**config.mk**
```make
export PLATFORM = sky130hd
export DESIGN_NAME = cdb_arbiter_flat
export DESIGN_NICKNAME = d
export VERILOG_FILES = /design/src/rtl/cdb_arbiter_pkg.sv /design/src/rtl/cdb_arbiter_if.sv /design/src/rtl/cdb_fifo.sv /design/src/rtl/cdb_arbiter.sv /design/src/flat_wrapper.sv
export SDC_FILE = /design/constraint.sdc
export NUM_CORES = 1
export LEC_CHECK = 0
export CAP_MARGIN = 20
export CORE_AREA = 2 2 102 203
export CTS_CLUSTER_DIAMETER = 150
export CTS_CLUSTER_SIZE = 12
export DETAILED_ROUTE_END_ITERATION = 8
export DIE_AREA = 0 0 104 205
export HOLD_SLACK_MARGIN = 0.15
export PLACE_DENSITY = 0.8
export RECOVER_POWER = 100
export SETUP_SLACK_MARGIN = 0.2
export SLEW_MARGIN = 5
export SYNTH_ARGS = -nofsm -noshare
export SYNTH_HDL_FRONTEND = slang
export SYNTH_SLANG_ARGS = --single-unit
```
**constraint.sdc**
```tcl
create_clock -name clk -period 6.8 [get_ports clk]
set_clock_uncertainty 0.1 [all_clocks]
set_input_delay 1.02 -clock clk [delete_from_list [all_inputs] [get_ports clk]]
set_output_delay 1.02 -clock clk [all_outputs]
set_load 0.1 [all_outputs]
```
**src/rtl/cdb_arbiter_pkg.sv**
```systemverilog
// Shared CDB constants: default widths, queue depth and source identifiers.
package cdb_arbiter_pkg;

    localparam int unsigned DATALEN  = 32;
    localparam int unsigned ROBINDEX = 4;
    localparam int unsigned DEPTH    = 2;
    localparam int unsigned NUM_SRC  = 3;

    typedef enum logic [1:0] {
        SRC_ALU = 2'd0,
        SRC_LSB = 2'd1,
        SRC_ROB = 2'd2
    } cdb_src_e;

    // Next source in round-robin order (ALU -> LSB -> ROB -> ALU).
    function automatic cdb_src_e src_next(input cdb_src_e s);
        cdb_src_e n;
        case (s)
            SRC_ALU: n = SRC_LSB;
            SRC_LSB: n = SRC_ROB;
            default: n = SRC_ALU;
        endcase
        return n;
    endfunction

endpackage

```
**src/rtl/cdb_arbiter_if.sv**
```systemverilog
// Source-side handshakes and CDB broadcast signals of the arbiter.
interface cdb_arbiter_if #(
    parameter int unsigned DATA_W = 32,
    parameter int unsigned TAG_W  = 4
) ();

    logic              alu_valid;
    logic [DATA_W-1:0] alu_value;
    logic [TAG_W-1:0]  alu_tag;
    logic              alu_ready;

    logic              lsb_valid;
    logic [DATA_W-1:0] lsb_value;
    logic [TAG_W-1:0]  lsb_tag;
    logic              lsb_ready;

    logic              rob_valid;
    logic [DATA_W-1:0] rob_value;
    logic [TAG_W-1:0]  rob_tag;
    logic              rob_ready;

    logic              cdb_valid;
    logic [DATA_W-1:0] cdb_value;
    logic [TAG_W-1:0]  cdb_tag;
    logic [1:0]        cdb_src;
    logic              cdb_pending;

    // Arbiter side.
    modport slave (
        input  alu_valid, alu_value, alu_tag,
        input  lsb_valid, lsb_value, lsb_tag,
        input  rob_valid, rob_value, rob_tag,
        output alu_ready, lsb_ready, rob_ready,
        output cdb_valid, cdb_value, cdb_tag, cdb_src, cdb_pending
    );

    // Producer / consumer side.
    modport master (
        output alu_valid, alu_value, alu_tag,
        output lsb_valid, lsb_value, lsb_tag,
        output rob_valid, rob_value, rob_tag,
        input  alu_ready, lsb_ready, rob_ready,
        input  cdb_valid, cdb_value, cdb_tag, cdb_src, cdb_pending
    );

endinterface

```
**src/rtl/cdb_fifo.sv**
```systemverilog
// Two-entry shift queue; the head always sits in slot 0.
module cdb_fifo
    import cdb_arbiter_pkg::*;
#(
    parameter int unsigned W = 36
) (
    input  logic         clk,
    input  logic         rst,
    input  logic         flush,
    input  logic         push,
    input  logic         pop,
    input  logic [W-1:0] push_data,
    output logic [W-1:0] head,
    output logic [1:0]   count
);

    logic [W-1:0] slot0;
    logic [W-1:0] slot1;
    logic [1:0]   cnt;

    // Queue state update; callers never pop an empty queue or push a full one.
    always_ff @(posedge clk) begin
        if (rst || flush) begin
            cnt <= '0;
        end else begin
            case ({push, pop})
                2'b10: begin
                    if (cnt == 2'd0) slot0 <= push_data;
                    else             slot1 <= push_data;
                    if (cnt < 2'(DEPTH)) cnt <= cnt + 2'd1;
                end
                2'b01: begin
                    slot0 <= slot1;
                    if (cnt != 2'd0) cnt <= cnt - 2'd1;
                end
                2'b11: begin
                    if (cnt == 2'd0) begin
                        slot0 <= push_data;
                        cnt   <= 2'd1;
                    end else if (cnt == 2'd1) begin
                        slot0 <= push_data;
                    end else begin
                        slot0 <= slot1;
                        slot1 <= push_data;
                    end
                end
                default: ;
            endcase
        end
    end

    assign head  = slot0;
    assign count = cnt;

endmodule

```
**src/rtl/cdb_arbiter.sv**
```systemverilog
// Common data bus arbiter: three 2-entry source queues, round-robin grant,
// registered single-broadcast output.
module cdb_arbiter
    import cdb_arbiter_pkg::*;
#(
    parameter int unsigned DATA_W = DATALEN,
    parameter int unsigned TAG_W  = ROBINDEX
) (
    input  logic          clk,
    input  logic          rst,
    input  logic          rdy,
    input  logic          clr,
    cdb_arbiter_if.slave  bus
);

    localparam int unsigned ENTRY_W = DATA_W + TAG_W;

    logic [ENTRY_W-1:0] push_data [NUM_SRC];
    logic [ENTRY_W-1:0] head      [NUM_SRC];
    logic [1:0]         count     [NUM_SRC];
    logic [NUM_SRC-1:0] valid;
    logic [NUM_SRC-1:0] ready;
    logic [NUM_SRC-1:0] push;
    logic [NUM_SRC-1:0] pop;
    logic [NUM_SRC-1:0] ne;
    logic [NUM_SRC-1:0] grant_oh;
    logic               accept;
    logic               grant_any;
    cdb_src_e           grant_src;
    cdb_src_e           cand1;
    cdb_src_e           cand2;
    cdb_src_e           rr_ptr;
    logic [ENTRY_W-1:0] win;

    logic               cdb_valid_q;
    logic [DATA_W-1:0]  cdb_value_q;
    logic [TAG_W-1:0]   cdb_tag_q;
    cdb_src_e           cdb_src_q;

    assign accept = rdy & ~clr & ~rst;

    assign valid = {bus.rob_valid, bus.lsb_valid, bus.alu_valid};
    assign push_data[0] = {bus.alu_tag, bus.alu_value};
    assign push_data[1] = {bus.lsb_tag, bus.lsb_value};
    assign push_data[2] = {bus.rob_tag, bus.rob_value};

    for (genvar k = 0; k < NUM_SRC; k++) begin : g_q
        assign ne[k]    = (count[k] != 2'd0);
        assign ready[k] = accept & (count[k] < 2'(DEPTH));
        assign push[k]  = valid[k] & ready[k];
        assign pop[k]   = grant_oh[k];

        cdb_fifo #(
            .W (ENTRY_W)
        ) u_fifo (
            .clk       (clk),
            .rst       (rst),
            .flush     (clr),
            .push      (push[k]),
            .pop       (pop[k]),
            .push_data (push_data[k]),
            .head      (head[k]),
            .count     (count[k])
        );
    end

    assign bus.alu_ready   = ready[0];
    assign bus.lsb_ready   = ready[1];
    assign bus.rob_ready   = ready[2];
    assign bus.cdb_pending = |ne;

    // Round-robin search from rr_ptr over queues that were non-empty before this edge.
    always_comb begin
        grant_any = 1'b0;
        grant_src = rr_ptr;
        grant_oh  = '0;
        cand1     = src_next(rr_ptr);
        cand2     = src_next(cand1);
        if (ne[rr_ptr]) begin
            grant_any = 1'b1;
            grant_src = rr_ptr;
        end else if (ne[cand1]) begin
            grant_any = 1'b1;
            grant_src = cand1;
        end else if (ne[cand2]) begin
            grant_any = 1'b1;
            grant_src = cand2;
        end
        if (accept && grant_any) grant_oh[grant_src] = 1'b1;
        win = head[grant_src];
    end

    // Output registers and round-robin pointer: rst over clr over rdy.
    always_ff @(posedge clk) begin
        if (rst) begin
            cdb_valid_q <= 1'b0;
            cdb_value_q <= '0;
            cdb_tag_q   <= '0;
            cdb_src_q   <= SRC_ALU;
            rr_ptr      <= SRC_ALU;
        end else if (clr) begin
            cdb_valid_q <= 1'b0;
            rr_ptr      <= SRC_ALU;
        end else if (rdy) begin
            cdb_valid_q <= grant_any;
            if (grant_any) begin
                cdb_value_q <= win[DATA_W-1:0];
                cdb_tag_q   <= win[ENTRY_W-1:DATA_W];
                cdb_src_q   <= grant_src;
                rr_ptr      <= src_next(grant_src);
            end
        end
    end

    assign bus.cdb_valid = cdb_valid_q;
    assign bus.cdb_value = cdb_value_q;
    assign bus.cdb_tag   = cdb_tag_q;
    assign bus.cdb_src   = cdb_src_q;

endmodule

```
**src/flat_wrapper.sv**
```systemverilog
// flat-port wrapper written by rule: the top's interface ports become plain ports
module cdb_arbiter_flat import cdb_arbiter_pkg::*;
#(
    parameter int unsigned DATA_W = DATALEN,
    parameter int unsigned TAG_W  = ROBINDEX
)
  (clk, rst, rdy, clr, bus_alu_valid, bus_alu_value, bus_alu_tag, bus_lsb_valid, bus_lsb_value, bus_lsb_tag, bus_rob_valid, bus_rob_value, bus_rob_tag, bus_alu_ready, bus_lsb_ready, bus_rob_ready, bus_cdb_valid, bus_cdb_value, bus_cdb_tag, bus_cdb_src, bus_cdb_pending);
  cdb_arbiter_if #(.DATA_W(DATA_W), .TAG_W(TAG_W)) bus_i ();
  input  logic clk;
  input  logic rst;
  input  logic rdy;
  input  logic clr;
  input wire logic [$bits(bus_i.alu_valid)-1:0] bus_alu_valid;
  input wire logic [$bits(bus_i.alu_value)-1:0] bus_alu_value;
  input wire logic [$bits(bus_i.alu_tag)-1:0] bus_alu_tag;
  input wire logic [$bits(bus_i.lsb_valid)-1:0] bus_lsb_valid;
  input wire logic [$bits(bus_i.lsb_value)-1:0] bus_lsb_value;
  input wire logic [$bits(bus_i.lsb_tag)-1:0] bus_lsb_tag;
  input wire logic [$bits(bus_i.rob_valid)-1:0] bus_rob_valid;
  input wire logic [$bits(bus_i.rob_value)-1:0] bus_rob_value;
  input wire logic [$bits(bus_i.rob_tag)-1:0] bus_rob_tag;
  output wire logic [$bits(bus_i.alu_ready)-1:0] bus_alu_ready;
  output wire logic [$bits(bus_i.lsb_ready)-1:0] bus_lsb_ready;
  output wire logic [$bits(bus_i.rob_ready)-1:0] bus_rob_ready;
  output wire logic [$bits(bus_i.cdb_valid)-1:0] bus_cdb_valid;
  output wire logic [$bits(bus_i.cdb_value)-1:0] bus_cdb_value;
  output wire logic [$bits(bus_i.cdb_tag)-1:0] bus_cdb_tag;
  output wire logic [$bits(bus_i.cdb_src)-1:0] bus_cdb_src;
  output wire logic [$bits(bus_i.cdb_pending)-1:0] bus_cdb_pending;
  assign bus_i.alu_valid = bus_alu_valid;
  assign bus_i.alu_value = bus_alu_value;
  assign bus_i.alu_tag = bus_alu_tag;
  assign bus_i.lsb_valid = bus_lsb_valid;
  assign bus_i.lsb_value = bus_lsb_value;
  assign bus_i.lsb_tag = bus_lsb_tag;
  assign bus_i.rob_valid = bus_rob_valid;
  assign bus_i.rob_value = bus_rob_value;
  assign bus_i.rob_tag = bus_rob_tag;
  assign bus_alu_ready = bus_i.alu_ready;
  assign bus_lsb_ready = bus_i.lsb_ready;
  assign bus_rob_ready = bus_i.rob_ready;
  assign bus_cdb_valid = bus_i.cdb_valid;
  assign bus_cdb_value = bus_i.cdb_value;
  assign bus_cdb_tag = bus_i.cdb_tag;
  assign bus_cdb_src = bus_i.cdb_src;
  assign bus_cdb_pending = bus_i.cdb_pending;
  cdb_arbiter #(.DATA_W(DATA_W), .TAG_W(TAG_W)) u_core (.clk(clk), .rst(rst), .rdy(rdy), .clr(clr), .bus(bus_i));
endmodule
```
Word level (Yosys, flattened, before mapping)
Cells that the tools add are included.
- bits in registers: 263
- output and inout port bits: 43
- word-level logic and storage cells: 165
- add/subtract/negate cells: 6
- $lt $le $gt $ge: 9
- eq/ne operators: 36
- mux-type cells: 57
- bitwise operators: 12
- reduce and logical (&&, ||, !) cells: 31
- operators by type and width (operator ; count):
    36-bit two-way mux ; 20
    36-bit one-hot mux with 3 select lines ; 3
    36-bit one-hot mux with 2 select lines ; 3
    36-bit binary-select mux with 2-bit select ; 1
    2-bit != test, second input constant ; 15
    2-bit two-way mux ; 12
    2-bit by 1-bit == test with 1-bit output, second input constant ; 9
    2-bit one-hot mux with 3 select lines ; 3
    5-bit AND reduction ; 3
    2-bit == test, second input constant ; 6
    2-bit zero test ; 6
    2-bit by 3-bit < comparator with 1-bit output, second input constant ; 4
    2-bit by 1-bit != test with 1-bit output, second input constant ; 6
    2-bit one-hot mux with 2 select lines ; 3
    3-bit AND reduction ; 4
    4-bit AND reduction ; 3
    2-bit nonzero test ; 6
    3-bit nonzero test ; 3
    1-bit bitwise AND ; 8
    1-bit two-way mux ; 7
    2-bit by 1-bit adder with 2-bit output, second input constant ; 3
    1-bit binary-select mux with 2-bit select ; 3
    2-bit < comparator, second input constant ; 3
    2-bit by 1-bit subtractor with 2-bit output, second input constant ; 3
    11 further kinds ; 14

Depth between registers and ports, before layout
Gate-level depths: netlist of run 1.
- depth in word-level cells: 17
- depth in mapped cells: 10
- mapped depth without buffers: 7

Cells and area by module
From an unflattened synthesis of run 1, not the netlist that was laid out.
- cell total of the unflattened synthesis: 755
- area total of the unflattened synthesis: 11446.0 um^2
- by module, submodules not included (module ; times used ; cells each ; area each (um^2) ; sequential area each (um^2)):
    cdb_fifo (u_core.g_q[0].u_fifo ...) ; 2 ; 148 ; 2945.3 ; 2202.1
    cdb_fifo (u_core.g_q[2].u_fifo) ; 1 ; 148 ; 2986.6 ; 2202.1
    cdb_arbiter ; 1 ; 311 ; 2568.7 ; 820.8

Least setup slack after synthesis of run 1
No wires, ideal clock.
- kind: input port to flip-flop
- start point: input port rst
- end point: register u_core.g_q[0].u_fifo.slot1[0], enable pin
- data arrival time: 6.639 ns
- required time: 6.259 ns
- path slack: -0.380 ns
- stages on the path: 4
- path buffers: 0
- cells stage by stage: nor4b_1 > and2_2 > nand2_1 > a21oi_1
- longest elaborated chain between the ends: 7
- elaborated cells on any way between the ends: 15
- classes of those cells: eq/ne: 5; mux: 1; bitwise: 5; reduce/logical: 4
- ends and longest elaborated chain (what ; RTL line ; text):
    from (decl) ; flat_wrapper.sv:10 ; input logic rst;
    1-bit NOT ; cdb_arbiter.sv:40 ; assign accept = rdy & ~clr & ~rst;
    1-bit bitwise AND ; cdb_arbiter.sv:40 ;
    1-bit bitwise AND / 1-bit logical AND (equally long branches) ; cdb_arbiter.sv:49, cdb_arbiter.sv:89 ;
    1-bit bitwise AND / 3-bit two-way mux (equally long branches) ; cdb_arbiter.sv:50, cdb_arbiter.sv:89 ;
    2-bit == test ; cdb_fifo.sv:26 ; case ({push, pop})
    2-bit != test (no source line) / 2-bit nonzero test (equally long branches) ; - ;
    5-bit AND reduction (no source line) (*) ; - ;
    to (signal assigned) ; cdb_fifo.sv:29 ; else slot1 <= push_data;
    to (signal assigned) ; cdb_fifo.sv:44 ; slot1 <= push_data;
    to (decl) ; cdb_fifo.sv:18 ; logic [W-1:0] slot1;
Every way passes the cells marked *; elsewhere a longest branch is shown, timed or not.
A chain may end at the register's enable or synchronous reset.

Worst setup path in the final report of run 1
- start point: register u_core.g_q[2].u_fifo.cnt[1]
- end point: register u_core.g_q[0].u_fifo.slot0[15], enable pin
- longest elaborated chain between the ends: 14
- elaborated cells on any way between the ends: 26
- classes of those cells: order compare: 2; eq/ne: 4; mux: 15; reduce/logical: 5
- ends and longest elaborated chain (what ; RTL line ; text):
    from (decl) ; cdb_fifo.sv:19 ; logic [1:0] cnt;
    from (signal assigned) ; cdb_fifo.sv:30 ; if (cnt < 2'(DEPTH)) cnt <= cnt + 2'd1;
    from (signal assigned) ; cdb_fifo.sv:34 ; if (cnt != 2'd0) cnt <= cnt - 2'd1;
    2-bit nonzero test (*) ; cdb_arbiter.sv:48 ; assign ne[k] = (count[k] != 2'd0);
    1-bit binary-select mux with 2-bit select ; cdb_arbiter.sv:85 ; end else if (ne[cand2]) begin
    1-bit two-way mux (implied by the code) ; cdb_arbiter.sv:85 ;
    2-bit two-way mux ; cdb_arbiter.sv:85 ;
    2-bit two-way mux ; cdb_arbiter.sv:82 ; end else if (ne[cand1]) begin
    2-bit two-way mux ; cdb_arbiter.sv:79 ; if (ne[rr_ptr]) begin
    2-bit by 3-bit < comparator with 1-bit output (implied by the code) / 2-bit by 1-bit >= comparator with 1-bit output (equally long branches) ; cdb_arbiter.sv:89 ; if (accept && grant_any) grant_oh[grant_src] = 1'b1;
    1-bit logical AND (implied by the code) ; cdb_arbiter.sv:89 ;
    1-bit two-way mux (implied by the code) ; cdb_arbiter.sv:89 ;
    1-bit demux with 2-bit select ; - ;
    3-bit two-way mux (*) ; cdb_arbiter.sv:89 ;
    2-bit == test / 2-bit by 1-bit == test with 1-bit output (equally long branches) ; cdb_fifo.sv:26 ;
    2-bit != test (no source line) / 3-bit nonzero test (equally long branches) ; - ;
    3-bit AND reduction (no source line) (*) ; - ;
    to (signal assigned) ; cdb_fifo.sv:28 ; if (cnt == 2'd0) slot0 <= push_data;
    to (signal assigned) ; cdb_fifo.sv:33 ; slot0 <= slot1;
    to (signal assigned) ; cdb_fifo.sv:38 ; slot0 <= push_data;
    to (decl) ; cdb_fifo.sv:17 ; logic [W-1:0] slot0;
Every way passes the cells marked *; elsewhere a longest branch is shown, timed or not. The select of a mux whose other input is x is not followed.

==> run_results.csv, run 1 <==
group,metric,value,unit
die,fp.dieW,104,um
synthesis,yosysWarnings,0,
cts,cts-resized-gates,0,
cts,cts_tree,"built",
worst_setup_path,crit_type,"register to register",
cts,cts-root-buf,"clkbuf_16",
synthesis,synthArstFlopShare,0,
die,die_area,21300,um2
grt,busiest_layer,"met2",
sta,setup_viol,0,
detailed_routing,ant_nets,0,
cells_and_area,stdcell_area,12900,um2
place,placed_cell_area,12300,um2
grt,antenna_found_initial,2,
cts,hold_buffers,0,
die,ios,158,
sta,tns,0,ns
grt,grt_util_met2,0.433,
cells_and_area,instances_no_fill,1094,
pwr,p_per_area,249,nW/um2
detailed_routing,wirelength,25200,um
worst_setup_path,worstPathRequired,6.81,ns
grt,gr-usage-met1,0.254,
cts,clkSinkCount,263,
die,die_h,205,um
synthesis,yosys.area.top_type,"edfxtp_1",
sta,max_clock_freq,189,MHz
synthesis,synth_top_area_frac,0.618,
worst_hold_path,min_path_type,"register to register",
worst_setup_path,critPathMaxStageDelay,1.28,ns
sta,min_period,5.30,ns
synthesis,synth_area_leaders,"edfxtp_1 (62%), dfxtp_1 (9.0%), mux2_2 (7.9%)",
worst_setup_path,crit_buf_inv,2,
sta,relSlewSlack,-0.652,
pwr,power,3.21,mW
synthesis,synth_ff_type,"edfxtp_1",
detailed_routing,wl_per_cell,23.0,um
die,coreArea,19700,um2
grt,first_global_vias,6960,
pwr,intPower,2.53,mW
synthesis,synth_edf_count,216,
cts,numCtsBuffers,25,
run_status,run_status,"finished with violations",
worst_setup_path,cp_cell_sequence,"inv_1 -> ha_1 -> nand2_1 -> o211a_2 -> nor3b_1 -> a21oi_1 -> nor2_1 -> clkbuf_1",
grt,grt.met3_usage,0.0283,
synthesis,synth.distinct_cells,44,
synthesis,syn_avg_cell_area,16.0,um2
cts,ctsHtreeMaxLevel,1,
cells_and_area,regArea,7430,um2
synthesis,seq_area_frac_synth,0.708,
worst_setup_path,cp-end-kind,"register",
synthesis,syn_nets,778,
worst_hold_path,min_from,"u_core.bus.cdb_src[1]",
place,io_buffers,157,
synthesis,syn_area,10500,um2
cts,clkLatencyLatePin,0.51,ns
sta,rsz0062_at_grt,"false",
pwr,ir_drop,0.222,mV
place,place_congestion,0.806,
pwr,p_sw_frac,0.211,
die,initial_core_util,0.532,
cells_and_area,utilization,0.652,
worst_setup_path,cpMaxStageDelayCell,"nor2_1",
cells_and_area,area_growth,22.7,%
grt,grt_max_degree,41,
die,num_rows,73,
sta,setup_ws,1.50,ns
worst_setup_path,critPathLaunchType,"register",
cts,cts_setup_buffers,0,
detailed_routing,viasPerCell,5.86,
pwr,comb_power_share,0.064,
worst_setup_path,startpoint,"u_core.g_q[2].u_fifo.count[1]",
cts,clk_pin_slew,0.06,ns
detailed_routing,num_vias,6415,
grt,grt_pass1_wl,38000,um
pwr,p_seq_frac,0.549,
cells_and_area,fin_nets,933,
worst_setup_path,cp.arrival,5.31,ns
sta,finalCritPeriodShare,0.779,
grt,track_usage,0.232,
place,dp_cells,1043,
sta,worst_slew_pin_slew,2.48,ns
sta,hold_ws,0.366,ns
worst_setup_path,r2r_slack,1.50,ns
cells_and_area,layout-drive-gt1-share,0.131,
cells_and_area,nFillCells,1460,
run,maxCapViolCount,9,
detailed_routing,first_iter_violations,464,
sta,hold_violations,0,
pwr,clkPwrFrac,0.387,
synthesis,synth_cells,657,
run_status,violations,"max-capacitance violations, max-slew violations",
synthesis,synth_seq_cells,263,
grt,grt_overflow_total,0,
pwr,p_sw,679,uW
detailed_routing,first_pass_iters,5,
worst_setup_path,cp_max_fo,21,
place,dpl_worst_slack,1.60,ns
worst_setup_path,rr_startpoint,"u_core.g_q[2].u_fifo.count[1]",
cells_and_area,multi_input_area,2710,um2
sta,finalMaxSlewViolations,294,
pwr,leakage,4.35,nW
place,dpl.hpwl,16100,um
detailed_routing,drc,0,
cts,clk_path_buf_depth,3,
worst_setup_path,cp_top_family,"simple AND/OR/NAND/NOR gates",
-- power groups by stage --
stage               Sequential [mW]  Combinational, mW  Clock, mW
floorplan                      1.83             0.0766          0
global placement               1.80              0.220          0
detailed placement             1.80              0.229          0
CTS                            1.76              0.231       1.26
global route                   1.76              0.218       1.33
finish                         1.76              0.206       1.24
-- worst reg2reg max path, delay by kind of cell (launching register included) --
kind	cells	cell delay, ns
flip-flops	1	0.33
adder cells (fa/ha/maj)	1	0.52
AND/OR/NAND/NOR	3	2.52
AO/OA/AOI/OAI	2	0.31
buffers and inverters	2	1.11
-- registers in the layout, indices dropped and copies added, names as in the netlist --
signal	count
u_core.g_q.u_fifo.head	108
u_core.g_q.u_fifo.slot1	108
u_core.bus.cdb_value	32
u_core.g_q.u_fifo.count	6
u_core.bus.cdb_tag	4
u_core.bus.cdb_src	2
u_core.rr_ptr	2
u_core.bus.cdb_valid	1
-- layout make-up --
type | instances | share of cell area
sequential | 263 | 0.577
multi-input combinational | 343 | 0.210
timing repair buffer | 168 | 0.129
clock buffer | 45 | 0.0544
tap | 262 | 0.0255
inverter | 11 | 0.00321
antenna | 2 | 0.000389
-- layout by cell type (no fill, tap or decap), drive strengths merged, types with 3 or more instances in the layout --
master,synthesis,routed
nor2,12,12
nand3,4,4
inv,10,10
a21oi,84,84
edfxtp,216,216
xnor2,6,6
clkdlybuf4s50,0,4
ha,6,6
clkbuf,17,52
a211oi,3,3
o21a,3,3
mux2,108,108
nand2,45,45
nand2b,6,6
dfxtp,47,47
o21ai,8,8
dlygate4sd3,0,153
buf,23,4
a221oi,37,37
-- cells by family after synthesis --
group / count (synthesis) / share of synthesized area
compound gates: 145 / 0.0885
xor+xnor: 6 / 0.00501
fa+ha+maj: 6 / 0.00716
buf+inv: 51 / 0.0268
flops: 263 / 0.708
mux: 110 / 0.129
simple gates: 76 / 0.0359
-- cell usage after synthesis (3+ instances only) --
master	count
mux2_1	4
ha_1	6
a21oi_1	84
mux2_2	74
nor2_1	10
dfxtp_1	47
edfxtp_1	216
nand2b_1	6
xnor2_1	6
o21a_1	3
mux2_4	30
nand2_1	44
buf_12	3
inv_1	10
clkbuf_1	17
a221oi_1	37
a211oi_1	3
buf_2	15
o21ai_0	6
-- worst paths after layout --
path                            cells past startpoint                             to
worst max register to register                      8  u_core.g_q[0].u_fifo.head[15]
worst min-delay path                                2          u_core.bus.cdb_src[1]
worst max-delay path                                8  u_core.g_q[0].u_fifo.head[15]
worst min register to register                      2          u_core.bus.cdb_src[1]
-- layer usage --
metal	wire, um	up-vias
li1	-	2854
met1	9070	3222
met2	13800	269
met3	1100	70
met4	1180	0
met5	0	-
Note: power is estimated with default switching activity, not from simulation.
==> run 2, diff against run 1 <==
Clock period 6.8 ns to 5.1 ns, I/O delays scaled along.
==> run_results.csv, run 2 (same netlist as run 1, synthesis figures left out) <==
group,metric,value,unit
run_status,run_status,"finished with violations",
run_status,violations,"max-capacitance violations, max-slew violations",
worst_setup_path,critPathLaunchType,"register",
cells_and_area,layout_common_cells,"edfxtp_1 (216), dlygate4sd3_1 (150), a21oi_1 (83)",
detailed_routing,first_pass_iters,5,
cts,cts_setup_buffers,0,
sta,hold_ws,0.374,ns
die,fp.dieW,104,um
worst_setup_path,cp_cell_sequence,"inv_1 -> ha_1 -> a21oi_1 -> o21ai_0 -> nor2_2 -> nand3_1 -> buf_4 -> mux2_2",
cts,clkSinkCount,263,
worst_setup_path,cpMaxStageDelayCell,"nand3_1",
cts,clk_pin_slew,0.06,ns
cts,ctsHtreeMaxLevel,1,
cells_and_area,final_common_cell,"edfxtp_1",
sta,finalMaxSlewViolations,114,
run,maxCapViolCount,4,
detailed_routing,wl_per_cell,22.6,um
grt,antenna_found_initial,7,
sta,rsz0062_at_grt,"false",
pwr,ir_drop,0.276,mV
die,ios,158,
detailed_routing,drc,0,
worst_setup_path,cp.arrival,4.48,ns
sta,setup_viol,0,
sta,hold_violations,0,
sta,worst_slew_pin_slew,2.03,ns
grt,first_global_vias,6652,
die,die_area,21300,um2
detailed_routing,ant_nets,0,
detailed_routing,num_vias,6316,
worst_setup_path,cp_max_fo,20,
pwr,power,4.27,mW
cts,clkLatencyLatePin,0.50,ns
cells_and_area,nFillCells,1426,
cts,numCtsBuffers,25,
sta,tns,0,ns
place,placed_cell_area,12300,um2
cells_and_area,area_growth,22.9,%
cts,cts-resized-gates,0,
die,coreArea,19700,um2
sta,max_clock_freq,231,MHz
grt,grt_pass1_wl,37500,um
detailed_routing,first_iter_violations,385,
cells_and_area,fin_nets,933,
cts,clk_path_buf_depth,3,
sta,min_period,4.33,ns
die,initial_core_util,0.532,
worst_setup_path,worstPathRequired,5.25,ns
worst_hold_path,min_path_type,"register to register",
grt,track_usage,0.229,
cells_and_area,regArea,7430,um2
cts,cts_tree,"built",
place,dpl.hpwl,16600,um
cells_and_area,utilization,0.653,
sta,finalCritPeriodShare,0.849,
place,io_buffers,157,
worst_setup_path,cp-end-kind,"register",
cells_and_area,multi_input_area,2720,um2
place,place_congestion,0.831,
worst_setup_path,crit_type,"register to register",
cells_and_area,stdcell_area,12900,um2
sta,relSlewSlack,-0.355,
pwr,p_per_area,331,nW/um2
cells_and_area,layout-drive-gt1-share,0.142,
cts,hold_buffers,0,
pwr,leakage,4.37,nW
die,num_rows,73,
worst_setup_path,critPathMaxStageDelay,1.00,ns
detailed_routing,wirelength,24800,um
cts,cts-root-buf,"clkbuf_16",
grt,grt_overflow_total,0,
detailed_routing,viasPerCell,5.76,
grt,grt_max_degree,41,
die,die_h,205,um
[run 2: changes by cell type in the layout (fill, tap and decap cells not counted), moves of 2 or more]
cell	change
dlygate4sd3_1	-3
a21oi_4	-2
nor2_2	+2
clkdlybuf4s50_1	+2
clkbuf_1	-5
diode_2	+4
buf_4	+4
[run 2: final timing paths]
check / start / to / slack [ns] / cells past startpoint
setup / recovery: u_core.g_q[2].u_fifo.count[1] / u_core.g_q[2].u_fifo.head[0] / 0.77 / 8
hold / removal: u_core.bus.cdb_src[1] / u_core.bus.cdb_src[1] / 0.37 / 2
setup reg to reg: u_core.g_q[2].u_fifo.count[1] / u_core.g_q[2].u_fifo.head[0] / 0.77 / 8
hold reg to reg: u_core.bus.cdb_src[1] / u_core.bus.cdb_src[1] / 0.37 / 2
[run 2: critical path: cells and delay by family, from the launching register on]
family                     cells  cell delay, ns
adders and majority gates      1            0.35
AOI/OAI and AO/OA              2            0.45
DFF                            1            0.36
muxes                          1            0.31
and+or+nand+nor                2            1.85
buffers and inverters          2            0.63
[run 2: area by class of cell]
type	count	area share
diodes	6	0.00117
clock buffers	44	0.0541
inverters	11	0.00320
multi-input cells	343	0.211
flip-flops and latches	263	0.576
well taps	262	0.0254
repair buffers	168	0.129
[run 2: stage by stage]
step,instances,worst slack [ns]
2_1_floorplan,657,0.270
3_3_place_gp,1045,1.21
3_5_place_dp,1046,1.04
4_1_cts,1090,1.24
5_1_grt,1097,0.517
6_report,1097,0.768
[run 2: report_power, final]
part / internal (mW) / total, mW / switching, mW
Sequential: 2.34 / 2.35 / 0.00935
Clock: 0.916 / 1.65 / 0.733
Combinational: 0.116 / 0.271 / 0.156
[run 2: per-layer routing]
layer	wire (um)	global-route usage
met1	8850	0.262
met3	1350	0.0280
met2	13700	0.420
met5	0	0
met4	947	0.112
